$ cat src/rtl/caeco_stream_rx_if.sv
// Halfword-in / word-out port bundle of the CAECO receive front end.
// slave is the receiver's view; master is the bridge-plus-consumer side that drives it.
interface caeco_stream_rx_if #(
  parameter int ADDR_W = 3
) ();

  logic [15:0]     din;
  logic            din_valid;
  logic            din_ready;
  logic            din_last;
  logic            cmd;
  logic [31:0]     word_data;
  logic            word_valid;
  logic            word_ready;
  logic            word_last;
  logic [ADDR_W:0] level;
  logic            overflow;
  logic            half_pending;

  modport slave (
    input  din, din_valid, din_last, cmd, word_ready,
    output din_ready, word_data, word_valid, word_last, level, overflow, half_pending
  );

  modport master (
    output din, din_valid, din_last, cmd, word_ready,
    input  din_ready, word_data, word_valid, word_last, level, overflow, half_pending
  );

endinterface

$ cat src/rtl/caeco_stream_rx.sv
// CAECO data-port receiver: rebuilds 32-bit words from halfword beats into a FWFT FIFO.
// Optional macro CAECO_RX_BYTESWAP_EN undoes the bridge's byte swap within each half.
module caeco_stream_rx #(
  parameter int DEPTH  = 8,
  parameter int ADDR_W = 3
) (
  input  logic               clk,
  input  logic               rst,
  caeco_stream_rx_if.slave   bus
);

  typedef enum logic [1:0] {
    HI    = 2'd0,
    LO    = 2'd1,
    FLUSH = 2'd2
  } state_e;

  localparam logic [ADDR_W:0] FULL_LEVEL = (ADDR_W + 1)'(DEPTH);

  state_e            state_q, state_d;
  logic [15:0]       hold_q, hold_d;
  logic [ADDR_W-1:0] wr_ptr_q, wr_ptr_d;
  logic [ADDR_W-1:0] rd_ptr_q, rd_ptr_d;
  logic [ADDR_W:0]   level_q, level_d;
  logic              overflow_q, overflow_d;

  logic [32:0]       mem_q [DEPTH];
  logic [32:0]       head;
  logic [15:0]       din_fixed;
  logic              din_ready;
  logic              accept;
  logic              push;
  logic              pop;
  logic [31:0]       push_data;
  logic              push_last;
  logic              not_empty;

`ifdef CAECO_RX_BYTESWAP_EN
  assign din_fixed = {bus.din[7:0], bus.din[15:8]};
`else
  assign din_fixed = bus.din;
`endif

  // Ready depends only on registered state so the bridge never sees a combinational path.
  assign din_ready = (state_q != FLUSH) && (level_q != FULL_LEVEL);
  assign not_empty = (level_q != '0);
  assign accept    = bus.din_valid && din_ready && !bus.cmd;
  assign pop       = not_empty && bus.word_ready && !bus.cmd;

  always_comb begin
    state_d   = state_q;
    hold_d    = hold_q;
    push      = 1'b0;
    push_data = {din_fixed, 16'h0000};
    push_last = 1'b1;

    case (state_q)
      HI: begin
        if (accept) begin
          if (bus.din_last) begin
            push = 1'b1;
          end else begin
            hold_d  = din_fixed;
            state_d = LO;
          end
        end
      end
      LO: begin
        if (accept) begin
          push      = 1'b1;
          push_data = {hold_q, din_fixed};
          push_last = bus.din_last;
          state_d   = HI;
        end
      end
      FLUSH:   state_d = HI;
      default: state_d = HI;
    endcase

    if (bus.cmd) begin
      state_d = FLUSH;
      hold_d  = '0;
    end
  end

  always_comb begin
    wr_ptr_d   = push ? wr_ptr_q + ADDR_W'(1) : wr_ptr_q;
    rd_ptr_d   = pop  ? rd_ptr_q + ADDR_W'(1) : rd_ptr_q;
    level_d    = level_q;
    overflow_d = overflow_q;

    case ({push, pop})
      2'b10:   level_d = level_q + (ADDR_W + 1)'(1);
      2'b01:   level_d = level_q - (ADDR_W + 1)'(1);
      default: level_d = level_q;
    endcase

    // Beats offered during FLUSH are dropped silently rather than flagged.
    if (bus.din_valid && !din_ready && (state_q != FLUSH)) begin
      overflow_d = 1'b1;
    end

    if (bus.cmd) begin
      wr_ptr_d   = '0;
      rd_ptr_d   = '0;
      level_d    = '0;
      overflow_d = 1'b0;
    end
  end

  always_ff @(posedge clk or posedge rst) begin
    if (rst) begin
      state_q    <= HI;
      hold_q     <= '0;
      wr_ptr_q   <= '0;
      rd_ptr_q   <= '0;
      level_q    <= '0;
      overflow_q <= 1'b0;
    end else begin
      state_q    <= state_d;
      hold_q     <= hold_d;
      wr_ptr_q   <= wr_ptr_d;
      rd_ptr_q   <= rd_ptr_d;
      level_q    <= level_d;
      overflow_q <= overflow_d;
    end
  end

  // Storage needs no reset: the head is masked to zero whenever the FIFO is empty.
  always_ff @(posedge clk) begin
    if (push) begin
      mem_q[wr_ptr_q] <= {push_last, push_data};
    end
  end

  assign head = mem_q[rd_ptr_q];

  assign bus.din_ready    = din_ready;
  assign bus.word_valid   = not_empty;
  assign bus.word_data    = not_empty ? head[31:0] : 32'h0000_0000;
  assign bus.word_last    = not_empty ? head[32] : 1'b0;
  assign bus.level        = level_q;
  assign bus.overflow     = overflow_q;
  assign bus.half_pending = (state_q == LO);

endmodule

$ cat src/flat_wrapper.sv
// flat-port wrapper written by rule: the top's interface ports become plain ports
module caeco_stream_rx_flat 
#(
  parameter int DEPTH  = 8,
  parameter int ADDR_W = 3
)
  (clk, rst, bus_din, bus_din_valid, bus_din_last, bus_cmd, bus_word_ready, bus_din_ready, bus_word_data, bus_word_valid, bus_word_last, bus_level, bus_overflow, bus_half_pending);
  caeco_stream_rx_if #(.ADDR_W(ADDR_W)) bus_i ();
  input  logic clk;
  input  logic rst;
  input wire logic [$bits(bus_i.din)-1:0] bus_din;
  input wire logic [$bits(bus_i.din_valid)-1:0] bus_din_valid;
  input wire logic [$bits(bus_i.din_last)-1:0] bus_din_last;
  input wire logic [$bits(bus_i.cmd)-1:0] bus_cmd;
  input wire logic [$bits(bus_i.word_ready)-1:0] bus_word_ready;
  output wire logic [$bits(bus_i.din_ready)-1:0] bus_din_ready;
  output wire logic [$bits(bus_i.word_data)-1:0] bus_word_data;
  output wire logic [$bits(bus_i.word_valid)-1:0] bus_word_valid;
  output wire logic [$bits(bus_i.word_last)-1:0] bus_word_last;
  output wire logic [$bits(bus_i.level)-1:0] bus_level;
  output wire logic [$bits(bus_i.overflow)-1:0] bus_overflow;
  output wire logic [$bits(bus_i.half_pending)-1:0] bus_half_pending;
  assign bus_i.din = bus_din;
  assign bus_i.din_valid = bus_din_valid;
  assign bus_i.din_last = bus_din_last;
  assign bus_i.cmd = bus_cmd;
  assign bus_i.word_ready = bus_word_ready;
  assign bus_din_ready = bus_i.din_ready;
  assign bus_word_data = bus_i.word_data;
  assign bus_word_valid = bus_i.word_valid;
  assign bus_word_last = bus_i.word_last;
  assign bus_level = bus_i.level;
  assign bus_overflow = bus_i.overflow;
  assign bus_half_pending = bus_i.half_pending;
  caeco_stream_rx #(.DEPTH(DEPTH), .ADDR_W(ADDR_W)) u_core (.clk(clk), .rst(rst), .bus(bus_i));
endmodule
$ cat config.mk
export PLATFORM = sky130hd
export DESIGN_NAME = caeco_stream_rx_flat
export DESIGN_NICKNAME = d
export VERILOG_FILES = /design/src/rtl/caeco_stream_rx_if.sv /design/src/rtl/caeco_stream_rx.sv /design/src/flat_wrapper.sv
export SDC_FILE = /design/constraint.sdc
export NUM_CORES = 1
export LEC_CHECK = 0
export ABC_CLOCK_PERIOD_IN_PS = 6600
export CAP_MARGIN = 20
export CORE_ASPECT_RATIO = 0.8
export CORE_UTILIZATION = 30
export CTS_CLUSTER_SIZE = 24
export DETAILED_ROUTE_END_ITERATION = 7
export DONT_BUFFER_PORTS = 1
export SLEW_MARGIN = 40
export SYNTH_ARGS = -nofsm -noshare
export SYNTH_HDL_FRONTEND = slang
export SYNTH_SLANG_ARGS = --single-unit
export TNS_END_PERCENT = 30
$ cat constraint.sdc
create_clock -name clk -period 6.6 [get_ports clk]
set_input_delay 0.99 -clock clk [delete_from_list [all_inputs] [get_ports clk]]
set_output_delay 0.99 -clock clk [all_outputs]
set_load 0.01 [all_outputs]
==> out/metrics.cfg <==
[grt]
antenna_found_initial=1
grt_overflow=0
grtUsageTotal=0.1321
grt_max_degree=37
grt_pass1_vias=5841
grt_pass1_wl_um=38530

[routing]
via_per_inst=5.002
wl_met3_um=1875
top_layer=met5
wire_per_inst_um=22.93
finalWirelength_um=26190
met2WireLength_um=11740
dr.pass1.iters=5
drt_iter0_markers=509
drc=0
vias=5712
wl_met1_um=12180
antenna_left=0

[die]
start_util=0.3059
floorplan.die_area_sq_um=39910
fp.dieW_um=223.1
rows=64
io_pins=63
fp.coreArea_sq_um=38360
die_y_um=178.9

[timing]
drv_slew=0
max_freq_ghz=0.2542
fin_crit_ns=3.934
setup_viol=0
timing.hold.ws_ns=0.4385
fin_ws_ns=2.666
setup-tns-final_ns=0
fin_crit_sh=0.5960
hold_viol_final=0
rsz0062_at_grt=false
relSlewSlack=0.4687
worst_pin_slew_ns=0.7904
finClkSkew_ns=0.01469

[clocking]
clkSinkCount=293
clk_pin_slew_ns=0.07
cts_resized=0
post_cts_buffers=0
insertion_delay_ns=0.55
cts_tree=yes
cts-root-buf=clkbuf_16
cts_made_buffers=27
h-tree-depth=1
clockBufferDepth=3
hold_buffers=0

[cells_and_area]
multi_input_area_sq_um=2993
fillCellCount=3571
layout.nets=651
fin_util=0.3465
drive_gt1_frac=0.2214
seqCellArea_sq_um=8662
layout_commonest_cell=edfxtp_1
area_growth_syn_to_layout_pct=13.25
final_cell_mix=edfxtp_1, mux4_2, nand2_1

[placed_design]
portBuffers=0
place_congestion=0.7240
place_ws_ns=3.141
hpwl_um=15490

[logic_synthesis]
async_flop_share=0.09898
avgSynthCellArea_sq_um=19.14
synth_area_sq_um=11730
synth_warnings=0
ys_types=39
syn-num-nets=639
synth_flop_cell=edfxtp_1
netlist_instances=613
synth-seq-cells=293
synth_edf_count=264
ys_seq_area_frac=0.7375

[setup_path]
criticalPathCategory=register to output port
timing.critical_path.arrival_ns=2.94
cp_max_fo=26
crit_required_ns=5.61
start_kind=register
critPathCaptureType=output port

[power_and_ir_drop]
p_leak_nw=4.417
ir_worst_vdd_mv=0.4545
finalPower_mw=4.566
cellPowerDensity_nw_per_um2=343.6

[hold_path]
min_path_type=input pin to asynchronous set/reset pin

[job]
maxCapViolations=0

[run_status]
outcome=complete, no violations

state kept, by name, summed over array words and instances, names as in the netlist:
register             flops
u_core.bus.level         4
u_core.bus.overflow      1
u_core.hold_q           16
u_core.mem_q           264
u_core.rd_ptr_q          3
u_core.state_q           2
u_core.wr_ptr_q          3
synthesized netlist by cell type, types with 2 or more instances:
cell      instances  area [sq um]
edfxtp_1        264          7928
mux4_2           66          1486
nand2_1          53         198.9
nor2_1           47         176.4
mux2i_1          37         370.4
dfrtp_1          29         725.7
a22o_1           16         140.1
and2_1           16         100.1
clkbuf_1         13         48.80
buf_2            11         55.05
buf_1             6         22.52
nor3_1            6         30.03
xor2_1            5         43.79
ha_1              4         50.05
nand2b_1          4         25.02
a21oi_1           3         15.01
buf_4             3         22.52
nand3_1           3         15.01
a31oi_1           2         12.51
inv_1             2         7.510
nor2b_1           2         12.51
nor3_4            2         32.53
nor4_2            2         25.02
xnor2_1           2         17.52
cell type report:
cell class	count	area share
Timing Repair Buffer	17	0.01055
Inverter	2	0.0005649
Antenna cell	1	0.0001883
Multi-Input combinational cell	284	0.2252
Clock buffer	40	0.05753
Clock inverter	10	0.007532
Sequential cell	293	0.6518
Tap cell	495	0.04661
final timing paths:
kind | to | cells past startpoint | startpoint | slack (ns)
setup / recovery | bus_word_data[0] | 5 | u_core.rd_ptr_q[0]$_DFFE_PP0P_ | 2.67
min in group clk | u_core.state_q[1]$_DFFE_PP0P_ | 0 | bus_cmd | 0.49
hold / removal | u_core.bus.level[1]$_DFFE_PP0P_ | 2 | rst | 0.44
setup reg to reg | u_core.mem_q[4][2]$_DFFE_PP_ | 4 | u_core.bus.level[1]$_DFFE_PP0P_ | 3.62
max in group asynchronous | u_core.rd_ptr_q[0]$_DFFE_PP0P_ | 2 | rst | 5.81
hold reg to reg | u_core.hold_q[4]$_DFFE_PP0P_ | 1 | u_core.hold_q[4]$_DFFE_PP0P_ | 0.50
kinds of logic (layout without fill, tap and decap cells):
logic type                 Yosys count  after routing  share of synthesized area
DFF                                293            293                     0.7375
and+or+nand+nor                    143            143                    0.05918
muxes                              103            103                     0.1582
buffers and inverters               36             69                    0.01429
AOI/OAI and AO/OA                   26             26                    0.01994
xor gates and xnor gates             8              8                   0.006612
adders and majority gates            4              4                   0.004265
other                                0              1                          0
worst max-delay path, stage by stage, from the launching register on:
cell,delay [ns]
dfrtp_4,0.70
buf_12,0.29
buf_4,0.50
mux4_2,0.57
mux2i_1,0.18
nor2_1,0.10
where the power goes:
part           leakage (nW)  internal (mW)  switching (mW)
logic                  1.02          0.388           0.509
clock network         0.425          0.879           0.656
registers              2.97           2.04          0.0929
total                  4.42           3.31            1.26
metal layers:
metal | up-vias | GRT usage
li1 | 2446 | -
met3 | 37 | 0.04081
met2 | 165 | 0.1995
met4 | 2 | 0.02787
met1 | 3062 | 0.1870
met5 | - | 0
through the flow:
step	instance area, sq um	instances
after global routing	13290	1141
after CTS	13280	1141
after floorplan	11730	613
after detailed placement	12420	1091
after global placement	12380	1089
final	13290	1142
No activity file was read; power rests on OpenSTA's default activity.
